**config.mk**
```make
export PLATFORM = sky130hd
export DESIGN_NAME = regfile_seq
export DESIGN_NICKNAME = d
export VERILOG_FILES = /design/src/rtl/regfile_pkg.sv /design/src/rtl/regfile_array.sv /design/src/rtl/regfile_seq.sv
export SDC_FILE = /design/constraint.sdc
export NUM_CORES = 1
export LEC_CHECK = 0
export ABC_AREA = 1
export BUFFER_PORTS_ARGS = -buffer_cell sky130_fd_sc_hd__buf_2
export CORE_MARGIN = 4
export CORE_UTILIZATION = 59
export DETAILED_ROUTE_END_ITERATION = 7
export HOLD_SLACK_MARGIN = 0.15
export PLACE_DENSITY = 0.79
export SETUP_SLACK_MARGIN = 0.5
export SLEW_MARGIN = 20
export SYNTH_ARGS = -nofsm -noshare
export SYNTH_HDL_FRONTEND = slang
export SYNTH_SLANG_ARGS = --single-unit
export TNS_END_PERCENT = 20
```
**constraint.sdc**
```tcl
create_clock -name clk -period 2.5 [get_ports clk]
set_input_delay 0.5 -clock clk [delete_from_list [all_inputs] [get_ports clk]]
set_output_delay 0.5 -clock clk [all_outputs]
set_load 0.02 [all_outputs]
```
**src/rtl/regfile_pkg.sv**
```systemverilog
// Shared types and constants for the sequenced register file (regfile_seq).
// Opcode and FSM encodings live here so the datapath, storage and bench agree.
package regfile_pkg;

    localparam int OP_W = 3;

    typedef enum logic [OP_W-1:0] {
        OP_LOAD  = 3'd0,
        OP_MOVE  = 3'd1,
        OP_READ  = 3'd2,
        OP_SWAP  = 3'd3,
        OP_CLEAR = 3'd4,
        OP_INC   = 3'd5,
        OP_NOP6  = 3'd6,
        OP_NOP7  = 3'd7
    } op_e;

    typedef enum logic [1:0] {
        ST_IDLE  = 2'd0,
        ST_SWAP2 = 2'd1,
        ST_CLEAR = 2'd2
    } state_e;

    // Instruction layout is {op, rd, rs}, MSB first.
    function automatic int instr_w(input int addr_w);
        return OP_W + 2 * addr_w;
    endfunction

endpackage

```
**src/rtl/regfile_array.sv**
```systemverilog
// Register storage: one write port, two combinational read ports.
// Define REGFILE_ZERO_REG_EN to hardwire R[0] to zero (writes dropped, reads 0).
module regfile_array
    import regfile_pkg::*;
#(
    parameter int DATA_W   = 8,
    parameter int NUM_REGS = 4,
    parameter int ADDR_W   = $clog2(NUM_REGS)
) (
    input  logic              clk,
    input  logic              rst,
    input  logic              we,
    input  logic [ADDR_W-1:0] waddr,
    input  logic [DATA_W-1:0] wdata,
    input  logic [ADDR_W-1:0] raddr_a,
    output logic [DATA_W-1:0] rdata_a,
    input  logic [ADDR_W-1:0] raddr_b,
    output logic [DATA_W-1:0] rdata_b
);

    logic [DATA_W-1:0] regs_q [NUM_REGS];
    logic [DATA_W-1:0] regs_d [NUM_REGS];

    always_comb begin
        regs_d = regs_q;
        if (we) begin
            regs_d[waddr] = wdata;
        end
`ifdef REGFILE_ZERO_REG_EN
        regs_d[0] = '0;
`endif
    end

    always_ff @(posedge clk) begin
        if (!rst) begin
            for (int i = 0; i < NUM_REGS; i++) begin
                regs_q[i] <= '0;
            end
        end else begin
            regs_q <= regs_d;
        end
    end

    always_comb begin
        rdata_a = regs_q[raddr_a];
        rdata_b = regs_q[raddr_b];
`ifdef REGFILE_ZERO_REG_EN
        if (raddr_a == '0) begin
            rdata_a = '0;
        end
        if (raddr_b == '0) begin
            rdata_b = '0;
        end
`endif
    end

endmodule

```
**src/rtl/regfile_seq.sv**
```systemverilog
// Sequenced register file: valid/ready instruction port, 2-cycle SWAP, N-cycle CLEAR.
// Optional REGFILE_ZERO_REG_EN (handled in regfile_array) makes R[0] read-only zero.
module regfile_seq
    import regfile_pkg::*;
#(
    parameter  int DATA_W   = 8,
    parameter  int NUM_REGS = 4,
    localparam int ADDR_W   = $clog2(NUM_REGS),
    localparam int INSTR_W  = OP_W + 2 * ADDR_W
) (
    input  logic               clk,
    input  logic               rst,
    input  logic [INSTR_W-1:0] instr,
    input  logic               instr_valid,
    output logic               instr_ready,
    input  logic [DATA_W-1:0]  data_in,
    output logic [DATA_W-1:0]  data_out,
    output logic               data_out_valid,
    output logic               busy
);

    // Handshake: an instruction (instr + data_in) is taken on a rising edge where
    // instr_valid && instr_ready; instr_ready depends on state only (high in IDLE).
    localparam logic [ADDR_W-1:0] LAST_REG = ADDR_W'(NUM_REGS - 1);

    op_e               op;
    logic [ADDR_W-1:0] rd;
    logic [ADDR_W-1:0] rs;
    logic              accept;

    state_e            state_q, state_d;
    logic [DATA_W-1:0] temp_q, temp_d;
    logic [ADDR_W-1:0] swap_rd_q, swap_rd_d;
    logic [ADDR_W-1:0] cnt_q, cnt_d;
    logic [DATA_W-1:0] data_out_q, data_out_d;
    logic              data_out_valid_q, data_out_valid_d;

    logic              we;
    logic [ADDR_W-1:0] waddr;
    logic [DATA_W-1:0] wdata;
    logic [DATA_W-1:0] rs_data;
    logic [DATA_W-1:0] rd_data;

    assign op     = op_e'(instr[INSTR_W-1 -: OP_W]);
    assign rd     = instr[2*ADDR_W-1 -: ADDR_W];
    assign rs     = instr[ADDR_W-1:0];
    assign accept = instr_valid && instr_ready;

    regfile_array #(
        .DATA_W   (DATA_W),
        .NUM_REGS (NUM_REGS),
        .ADDR_W   (ADDR_W)
    ) u_array (
        .clk     (clk),
        .rst     (rst),
        .we      (we),
        .waddr   (waddr),
        .wdata   (wdata),
        .raddr_a (rs),
        .rdata_a (rs_data),
        .raddr_b (rd),
        .rdata_b (rd_data)
    );

    always_ff @(posedge clk) begin
        if (!rst) begin
            state_q <= ST_IDLE;
        end else begin
            state_q <= state_d;
        end
    end

    always_comb begin
        state_d = state_q;
        case (state_q)
            ST_IDLE: begin
                if (accept && op == OP_SWAP) begin
                    state_d = ST_SWAP2;
                end else if (accept && op == OP_CLEAR) begin
                    state_d = ST_CLEAR;
                end
            end
            ST_SWAP2: state_d = ST_IDLE;
            ST_CLEAR: begin
                if (cnt_q == LAST_REG) begin
                    state_d = ST_IDLE;
                end
            end
            default:  state_d = ST_IDLE;
        endcase
    end

    // Single write port: the accept cycle and the SWAP2/CLEAR cycles never overlap.
    always_comb begin
        instr_ready = (state_q == ST_IDLE);
        busy        = (state_q != ST_IDLE);
        we          = 1'b0;
        waddr       = rd;
        wdata       = data_in;
        case (state_q)
            ST_IDLE: begin
                if (accept) begin
                    case (op)
                        OP_LOAD: begin
                            we    = 1'b1;
                            waddr = rd;
                            wdata = data_in;
                        end
                        OP_MOVE: begin
                            we    = 1'b1;
                            waddr = rd;
                            wdata = rs_data;
                        end
                        OP_SWAP: begin
                            we    = 1'b1;
                            waddr = rs;
                            wdata = rd_data;
                        end
                        OP_CLEAR: begin
                            we    = 1'b1;
                            waddr = '0;
                            wdata = '0;
                        end
                        OP_INC: begin
                            we    = 1'b1;
                            waddr = rd;
                            wdata = rs_data + DATA_W'(1);
                        end
                        default: we = 1'b0;
                    endcase
                end
            end
            ST_SWAP2: begin
                we    = 1'b1;
                waddr = swap_rd_q;
                wdata = temp_q;
            end
            ST_CLEAR: begin
                we    = 1'b1;
                waddr = cnt_q;
                wdata = '0;
            end
            default: we = 1'b0;
        endcase
    end

    always_comb begin
        temp_d           = temp_q;
        swap_rd_d        = swap_rd_q;
        cnt_d            = cnt_q;
        data_out_d       = data_out_q;
        data_out_valid_d = 1'b0;
        if (accept) begin
            case (op)
                OP_READ: begin
                    data_out_d       = rs_data;
                    data_out_valid_d = 1'b1;
                end
                OP_SWAP: begin
                    temp_d    = rs_data;
                    swap_rd_d = rd;
                end
                OP_CLEAR: cnt_d = ADDR_W'(1);
                default:  cnt_d = cnt_q;
            endcase
        end
        if (state_q == ST_CLEAR) begin
            cnt_d = cnt_q + ADDR_W'(1);
        end
    end

    always_ff @(posedge clk) begin
        if (!rst) begin
            temp_q           <= '0;
            swap_rd_q        <= '0;
            cnt_q            <= '0;
            data_out_q       <= '0;
            data_out_valid_q <= 1'b0;
        end else begin
            temp_q           <= temp_d;
            swap_rd_q        <= swap_rd_d;
            cnt_q            <= cnt_d;
            data_out_q       <= data_out_d;
            data_out_valid_q <= data_out_valid_d;
        end
    end

    assign data_out       = data_out_q;
    assign data_out_valid = data_out_valid_q;

    a_valid_after_read: assert property (@(posedge clk) disable iff (!rst)
        data_out_valid |-> $past(accept && op == OP_READ));

endmodule

```
==> results of run 1 <==
cells in the mapped netlist (all sizes together):
cell type  instances
nand3             35
dfxtp             55
nand4              1
nand3b             1
o22ai              2
a21oi             73
o211ai             3
o21a               1
buf               10
a211oi             2
ha                 6
a31oi              1
clkbuf            12
nor3               1
clkinv             2
nor4               1
a22oi              1
nor2              23
o21ai             78
nand2            124
inv               68
logic make-up after synthesis:
group                    Yosys count  share of synthesized area [%]
buffers and inverters             92                           11.9
adder cells (fa/ha/maj)            6                           2.35
AND/OR/NAND/NOR                  186                           25.1
AO/OA/AOI/OAI                    161                           26.2
flip-flops                        55                           34.5
state kept, by name (all words and copies together) (netlist names):
signal and flops:
data_out_valid 1, u_array.regs_q 32, temp_q 8, data_out 8
cnt_q 2, swap_rd_q 2, state_q 2
worst max-delay path: stages, from the launching register on:
cell	delay (ns)
dfxtp_4	0.38
inv_4	0.07
ha_4	0.15
nand2_4	0.07
nor3_4	0.26
nor2_2	0.09
nand2_2	0.08
nand2_2	0.08
a21oi_4	0.20
nand2_4	0.09
nor2_4	0.19
buf_6	0.14
clkbuf_16	0.15
a21oi_2	0.05
metal layers:
layer | vias up | global-route usage, % | share of wire (%)
li1 | 1738 | - | -
met1 | 1576 | 36.8 | 42
met2 | 161 | 44.5 | 47
met3 | 30 | 5.04 | 8.4
met4 | 0 | 10.1 | 2.7
met5 | - | 0 | 0
repair_timing:
action                                  4_1_cts  5_1_grt
buffers inserted                              8       10
endpoints found under the setup margin       32       41
pin swaps                                     4        8
cloned                                        0        2
endpoints found under the hold margin         0        0
resized for setup                             9       41
final timing paths:
| path | from | to | slack (ns) |
|---|---|---|---|
| max | state_q[1]$_SDFFE_PN0P_ | u_array.regs_q[17]$_SDFFE_PN0P_ | 0.41 |
| min | rst | cnt_q[0]$_SDFFE_PN0P_ | 0.47 |
| max reg2reg | state_q[1]$_SDFFE_PN0P_ | u_array.regs_q[17]$_SDFFE_PN0P_ | 0.41 |
| min reg2reg | u_array.regs_q[1]$_SDFFE_PN0P_ | u_array.regs_q[1]$_SDFFE_PN0P_ | 0.49 |
stage by stage:
| stage | instance area [um^2] | std cells | utilization (%) |
|---|---|---|---|
| after floorplan | 3210 | 500 | - |
| after global placement | 3440 | 592 | 66.6 |
| after detailed placement | 3440 | 592 | 66.6 |
| after CTS | 3660 | 608 | 70.8 |
| after global routing | 3870 | 620 | 74.9 |
| final | 3870 | 620 | 74.9 |
cell type report:
cell class / count / area (um^2) / area share [%]
timing repair inverter: 1 / 5.00 / 0.129
clock buffer: 6 / 82.6 / 2.13
timing repair buffer: 63 / 453 / 11.7
inverter: 70 / 280 / 7.24
multi-input combinational: 353 / 1820 / 47.0
tap: 70 / 87.6 / 2.26
sequential: 55 / 1110 / 28.6
clock inverter: 2 / 35.0 / 0.904
power breakdown:
| group | switching, mW | internal (mW) |
|---|---|---|
| combinational | 0.756 | 0.461 |
| clock | 0.298 | 0.324 |
| sequential | 0.108 | 1.03 |
cells in the final DEF (no fill, tap or decap), drive strengths merged, types with 2 or more instances in the layout:
cell type and instances:
dfxtp 55, nand3 35, clkbuf 7, o211ai 3
a21oi 73, o21ai 78, inv 67, nand2 124
a211oi 2, nor2 23, ha 6, o22ai 2
clkinv 5, buf 62
==> impl_metrics.toml, run 1 <==
[clocking]
cts.sinks = 55
path_clk_slew_ns = 0.10
htree_levels = 2
cts_hold_buffers = 0
cts_inserted_buffers = 5
cts_tree = "yes"
cts_buffer_depth = 2
cts_root_buffer = "clkbuf_8"
clkLatencyLatePin_ns = 0.32

[routing]
ant_nets = 0
drc = 0
drtIter0Drc = 342
vias = 3505
wl_per_cell_um = 15.2
first_pass_iters = 5
vias_per_cell = 5.65
wirelength_um = 9440

[power]
power_mw = 2.97
ir_worst_vdd_v = 0.000444
power.density_nw_per_um2 = 767
power.leakage_nw = 1.76

[die]
die_x_um = 81.6
core_um2 = 5170
floorplan.initialDensity_pct = 61.8
boundaryPins = 29
die_y_um = 81.6
rows = 26
die_area_um2 = 6660

[run_status]
outcome = "complete, no violations"

[global_routing]
grt_max_degree = 50
grt_pass1_wl_um = 14300
antenna_found_initial = 0
grt_pass1_vias = 3026
grt_usage_pct = 27.6
grt-ovfl-total = 0

[timing]
setup_slack_ns = 0.407
fmax_ghz = 0.478
fin_worst_skew_ns = 0.00789
slew_violations = 0
finalHoldViolCount = 0
setup_viol = 0
whs_ns = 0.465
rsz0062_at_grt = "yes"
layout_min_cycle_time_ns = 2.09
finalCritPeriodShare_pct = 83.7
relSlewSlack_pct = 68.3
totalNegativeSetupSlack_ns = 0
worst_pin_slew_ns = 0.474

[worst_hold_path]
min_delay_path_depth = 3
holdCritPathClass = "primary input to flip-flop"

[synthesis]
synth.top_cell.area_share_pct = 34.5
ys_seq_area_share_pct = 34.5
syn_area_um2 = 3190
syn-num-nets = 524
synth_area_leader_cell = "dfxtp_1"
yosys_warnings = 0
netlist_top_cells_area = "dfxtp_1 (34%), nand2_1 (14%), a21oi_1 (11%)"
synth_cell_types = 31
synthCells = 500
synth-seq-cells = 55
syn_area_per_cell_um2 = 6.39

[critical_path]
arrival_ns = 2.30
reg2regPathDepth = 13
crit_type = "flip-flop to flip-flop"
cp-end-kind = "flip-flop"
path_max_fanout = 5
startpoint_type = "flip-flop"
required_ns = 2.71

[final_layout]
fin_nets = 573
fillCellCount = 401
area_growth_pct = 21.3
drive_gt1_share_pct = 20.5
antenna_cells = 0

[placed_design]
detailed_place_hpwl_um = 6130
gp_congestion = 1.03
pre_cts_slack_ns = 0.136
io_buffers = 28

[run]
max_cap_violations = 0
Power figures use the tool's default switching activity.
==> run 2: changes to the inputs <==
==> constraint.sdc (replaced) <==
create_clock -name clk -period 2.07 [get_ports clk]
set_input_delay 0.414 -clock clk [delete_from_list [all_inputs] [get_ports clk]]
set_output_delay 0.414 -clock clk [all_outputs]
set_load 0.02 [all_outputs]
==> run 2 against run 1 <==
Compared with the run above: clock skew up 0.0055 ns; largest cell class unchanged; sequential power grew 20%; register-to-register slack got worse by 0.38 ns; utilization increased by 3.0 points; global-route usage up 2.6 points; cell count grew 2.4%; clock-buffer cell count did not move; largest power group unchanged.
==> impl_metrics.toml, run 2 (synthesized netlist as in run 1, its figures left out) <==
[power]
power_mw = 3.71
power.density_nw_per_um2 = 920
power.leakage_nw = 1.83
ir_worst_vdd_v = 0.000499

[routing]
vias = 3632
wirelength_um = 9990
first_pass_iters = 5
wl_per_cell_um = 15.7
vias_per_cell = 5.72
drtIter0Drc = 418
drc = 0
ant_nets = 0

[placed_design]
postPlaceCellArea_um2 = 3620
pre_cts_slack_ns = -0.0786
io_buffers = 28
gp_congestion = 0.876
detailed_place_hpwl_um = 6530

[die]
rows = 26
die_x_um = 81.6
core_um2 = 5170
boundaryPins = 29
die_area_um2 = 6660
floorplan.initialDensity_pct = 61.8
die_y_um = 81.6

[timing]
totalNegativeSetupSlack_ns = 0
fin_worst_skew_ns = 0.0134
setup_viol = 0
finalHoldViolCount = 0
whs_ns = 0.447
relSlewSlack_pct = 75.0
rsz0062_at_grt = "yes"
layout_min_cycle_time_ns = 2.05
fmax_ghz = 0.488
finalCritPeriodShare_pct = 98.9
slew_violations = 0
setup_slack_ns = 0.0228
worst_pin_slew_ns = 0.375

[global_routing]
grt-busiest-layer = "met2"
antenna_found_initial = 0
grt-ovfl-total = 0
grt_pass1_wl_um = 15400
grt_use_met1_pct = 37.7
grt_max_degree = 25
grt_pass1_vias = 3282
use_met3_pct = 5.26
grt_usage_pct = 30.2
grtUsageMet2_pct = 51.1

[clocking]
htree_levels = 2
cts_buffer_depth = 2
clkLatencyLatePin_ns = 0.31
cts_inserted_buffers = 5
cts_root_buffer = "clkbuf_8"
cts_tree = "yes"
cts_hold_buffers = 0
cts.sinks = 55
path_clk_slew_ns = 0.10

[run_status]
outcome = "complete, no violations"

[final_layout]
multi_input_area_um2 = 1850
fin_nets = 588
area_growth_pct = 26.2
fillCellCount = 413
antenna_cells = 0
layout_commonest_cell = "nand2_1"
seqCellArea_um2 = 1100
largest_reg_flops = 32
mostFrequentLayoutCells = "nand2_1 (112), a21oi_1 (70), inv_1 (60)"
design_area_um2 = 4030
top_register = "u_array.regs_q"
drive_gt1_share_pct = 23.5

[critical_path]
path_max_fanout = 8
required_ns = 2.31
crit_type = "flip-flop to flip-flop"
r2r_start = "state_q[0]$_SDFFE_PN0P_"
startpoint_type = "flip-flop"
arrival_ns = 2.29
r2r_end = "u_array.regs_q[23]$_SDFFE_PN0P_"
r2r_slack_ns = 0.02
cp-end-kind = "flip-flop"
reg2regPathDepth = 13

[worst_hold_path]
holdCritPathClass = "primary input to flip-flop"
min_delay_path_depth = 3
worstHoldStart = "data_in[4]"
min_to = "u_array.regs_q[20]$_SDFFE_PN0P_"

[run]
max_cap_violations = 0
run 2: cell count changes in the layout (fill, tap and decap cells not counted), sizes merged:
cell	before	now
inv	67	69
buf	62	76
clkinvlp	0	1
clkinv	5	3
run 2: timing repair:
item / in CTS / in global routing
pin swaps: 3 / 10
gates resized for setup: 26 / 26
gates cloned: 2 / 1
setup buffers: 11 / 5
endpoints found under the setup margin: 33 / 41
run 2: critical path: stages (launching register included):
cell and delay (ns):
dfxtp_2 0.36, inv_2 0.07, ha_4 0.14, nand2_4 0.07
nor2_1 0.16, nand3_2 0.15, nand2_2 0.14, nand2_4 0.07
a21oi_4 0.14, nand2_2 0.11, nor2_4 0.21, buf_12 0.16
o21ai_1 0.06, a21oi_1 0.13
run 2: worst max-delay path by stage:
stage,startpoint,cells past startpoint,end
after floorplan,state_q[1]$_SDFFE_PN0P_,13,u_array.regs_q[25]$_SDFFE_PN0P_
after global placement,instr[0],13,u_array.regs_q[2]$_SDFFE_PN0P_
after detailed placement,instr[0],13,u_array.regs_q[2]$_SDFFE_PN0P_
after CTS,state_q[0]$_SDFFE_PN0P_,13,u_array.regs_q[18]$_SDFFE_PN0P_
after global routing,state_q[0]$_SDFFE_PN0P_,13,u_array.regs_q[17]$_SDFFE_PN0P_
final,state_q[0]$_SDFFE_PN0P_,13,u_array.regs_q[23]$_SDFFE_PN0P_
run 2: per-stage QoR:
stage	utilization (%)	cells
global placement	70.0	608
floorplan	-	500
global route	77.9	635
detailed placement	70.0	608
finish	77.9	635
CTS	75.3	629
run 2: where the power goes:
group          internal, mW  total, mW  leakage [nW]  switching [mW]
Clock                 0.392      0.748        0.0612           0.355
Sequential             1.24       1.36         0.449           0.129
Combinational         0.630       1.60          1.32           0.967
Total                  2.26       3.71          1.83            1.45
run 2: metal layers:
layer,wire length (um),vias up
met4,258,0
met2,4870,206
met3,768,26
met5,0,-
met1,4090,1636
li1,-,1764
run 2: final cells by class:
cell class / instances / area share (%)
Timing Repair Buffer: 77 / 14.4
Timing Repair inverter: 2 / 0.310
Sequential cell: 55 / 27.4
Multi-Input combinational cell: 353 / 45.8
Clock buffer: 6 / 2.05
Clock inverter: 2 / 0.869
Inverter: 70 / 6.99
Tap cell: 70 / 2.17
==> run 3: changes to the inputs <==
--- a/config.mk
+++ b/config.mk
@@ -6,7 +6,7 @@
 export NUM_CORES = 1
 export LEC_CHECK = 0
 export ABC_AREA = 1
-export BUFFER_PORTS_ARGS = -buffer_cell sky130_fd_sc_hd__buf_2
+export BUFFER_PORTS_ARGS = -buffer_cell sky130_fd_sc_hd__buf_4
 export CORE_MARGIN = 4
 export CORE_UTILIZATION = 59
 export DETAILED_ROUTE_END_ITERATION = 7
==> constraint.sdc (replaced) <==
create_clock -name clk -period 2.2 [get_ports clk]
set_input_delay 0.44 -clock clk [delete_from_list [all_inputs] [get_ports clk]]
set_output_delay 0.44 -clock clk [all_outputs]
set_load 0.02 [all_outputs]
==> run 3 against run 2 <==
Compared with the run above: flip-flop and latch count unchanged; critical path depth is 1 higher; critical endpoint is now u_array.regs_q[17]$_SDFFE_PN0P_; critical path type unchanged; via count decreased by 1.1%; cell count fell by 2.4%; clock power is 3% lower.
==> impl_metrics.toml, run 3 (synthesized netlist as in run 1, its figures left out) <==
[timing]
layout_min_cycle_time_ns = 2.04
setup_viol = 0
relSlewSlack_pct = 63.8
slew_violations = 0
fin_worst_skew_ns = 0.0104
worst_pin_slew_ns = 0.538
setup_slack_ns = 0.157
whs_ns = 0.474
finalCritPeriodShare_pct = 92.9
fmax_ghz = 0.489
rsz0062_at_grt = "yes"
finalHoldViolCount = 0

[placed_design]
pre_cts_slack_ns = -0.0843
gp_congestion = 0.935
io_buffers = 28
detailed_place_hpwl_um = 6410

[worst_hold_path]
holdCritPathClass = "primary input to flip-flop"
min_delay_path_depth = 3

[critical_path]
required_ns = 2.44
startpoint_type = "flip-flop"
crit_type = "flip-flop to flip-flop"
arrival_ns = 2.28
reg2regPathDepth = 14
path_max_fanout = 11
cp-end-kind = "flip-flop"

[clocking]
cts_root_buffer = "clkbuf_8"
cts_tree = "yes"
cts_inserted_buffers = 5
clkLatencyLatePin_ns = 0.31
htree_levels = 2
cts_hold_buffers = 0
cts_buffer_depth = 2
cts.sinks = 55
path_clk_slew_ns = 0.10

[final_layout]
top_register = "u_array.regs_q"
fin_nets = 573
largest_reg_flops = 32
drive_gt1_share_pct = 20.5
mostFrequentLayoutCells = "nand2_1 (114), a21oi_1 (71), o21ai_0 (63)"
area_growth_pct = 23.7
layout_commonest_cell = "nand2_1"
antenna_cells = 0

[global_routing]
grt_pass1_wl_um = 14700
grt_max_degree = 53
antenna_found_initial = 0
grt_usage_pct = 28.2
grt_pass1_vias = 3134
grt-ovfl-total = 0

[die]
die_area_um2 = 6660
floorplan.initialDensity_pct = 61.8
rows = 26
die_y_um = 81.6
boundaryPins = 29
die_x_um = 81.6
core_um2 = 5170

[run_status]
outcome = "complete, no violations"

[routing]
wirelength_um = 9910
drc = 0
drtIter0Drc = 308
vias = 3593
vias_per_cell = 5.80
ant_nets = 0
wl_per_cell_um = 16.0
first_pass_iters = 8

[run]
max_cap_violations = 0

[power]
power.density_nw_per_um2 = 868
ir_worst_vdd_v = 0.000508
power.leakage_nw = 1.76
run 3: cell types whose count changed in the layout (fill, tap and decap cells not counted), sizes merged:
cell / delta
buf: -13
clkbuf: -1
clkinv: -1
clkinvlp: +1
inv: -1
run 3: layer usage:
metal | track usage, % | part of all wire [%] | vias up
met2 | 48.0 | 48 | 155
met4 | 8.31 | 2.2 | 0
met1 | 37.2 | 44 | 1679
met5 | 0 | 0 | -
li1 | - | - | 1735
met3 | 3.73 | 5.7 | 24
run 3: metrics by stage:
stage	total power [mW]	TNS (ns)	utilization, %	instance area [um^2]	std cells
2_1_floorplan	2.11	0	-	3260	500
3_5_place_dp	2.44	-0.317	69.4	3590	594
4_1_cts	3.24	0	73.6	3810	612
3_3_place_gp	2.39	-0.0492	69.4	3590	594
5_1_grt	3.62	0	76.4	3950	620
6_report	3.43	0	76.4	3950	620
run 3: where the power goes:
group / leakage [nW] / internal [mW] / switching, mW
clock network: 0.0618 / 0.375 / 0.353
logic: 1.25 / 0.533 / 0.896
registers: 0.449 / 1.16 / 0.112
total: 1.76 / 2.07 / 1.36
run 3: path summary, 6_finish.rpt:
| kind | from | endpoint | slack, ns |
|---|---|---|---|
| worst max-delay path | state_q[1]$_SDFFE_PN0P_ | u_array.regs_q[17]$_SDFFE_PN0P_ | 0.16 |
| worst min-delay path | data_in[4] | u_array.regs_q[12]$_SDFFE_PN0P_ | 0.47 |
| worst max register to register | state_q[1]$_SDFFE_PN0P_ | u_array.regs_q[17]$_SDFFE_PN0P_ | 0.16 |
| worst min register to register | u_array.regs_q[11]$_SDFFE_PN0P_ | u_array.regs_q[11]$_SDFFE_PN0P_ | 0.51 |
run 3: critical path, cell delays in order (launching register included):
cell and delay [ns]:
dfxtp_2 0.34, inv_2 0.08, ha_4 0.15, nand2_4 0.07
nor3_4 0.16, buf_6 0.14, nor2_4 0.04, nand2_2 0.08
nand2_4 0.08, a21oi_4 0.17, nand2_2 0.12, nor2_4 0.15
buf_12 0.14, o21ai_0 0.09, a21oi_1 0.16
run 3: what timing repair did:
item                                    in CTS  in global routing
pin swaps                                    4                  5
gates cloned                                 0                  1
gates resized for setup                      4                 28
setup buffers                               10                  7
endpoints found under the setup margin      33                 33
run 3: final cells by class:
| cell class | instances | area [um^2] |
|---|---|---|
| Tap cell | 70 | 87.6 |
| Multi-Input combinational cell | 353 | 1840 |
| Sequential cell | 55 | 1100 |
| Clock buffer | 6 | 82.6 |
| Fill cell | 407 | 1220 |
| Timing Repair Buffer | 63 | 509 |
| Clock inverter | 2 | 38.8 |
| Timing Repair inverter | 1 | 6.26 |
| Inverter | 70 | 285 |
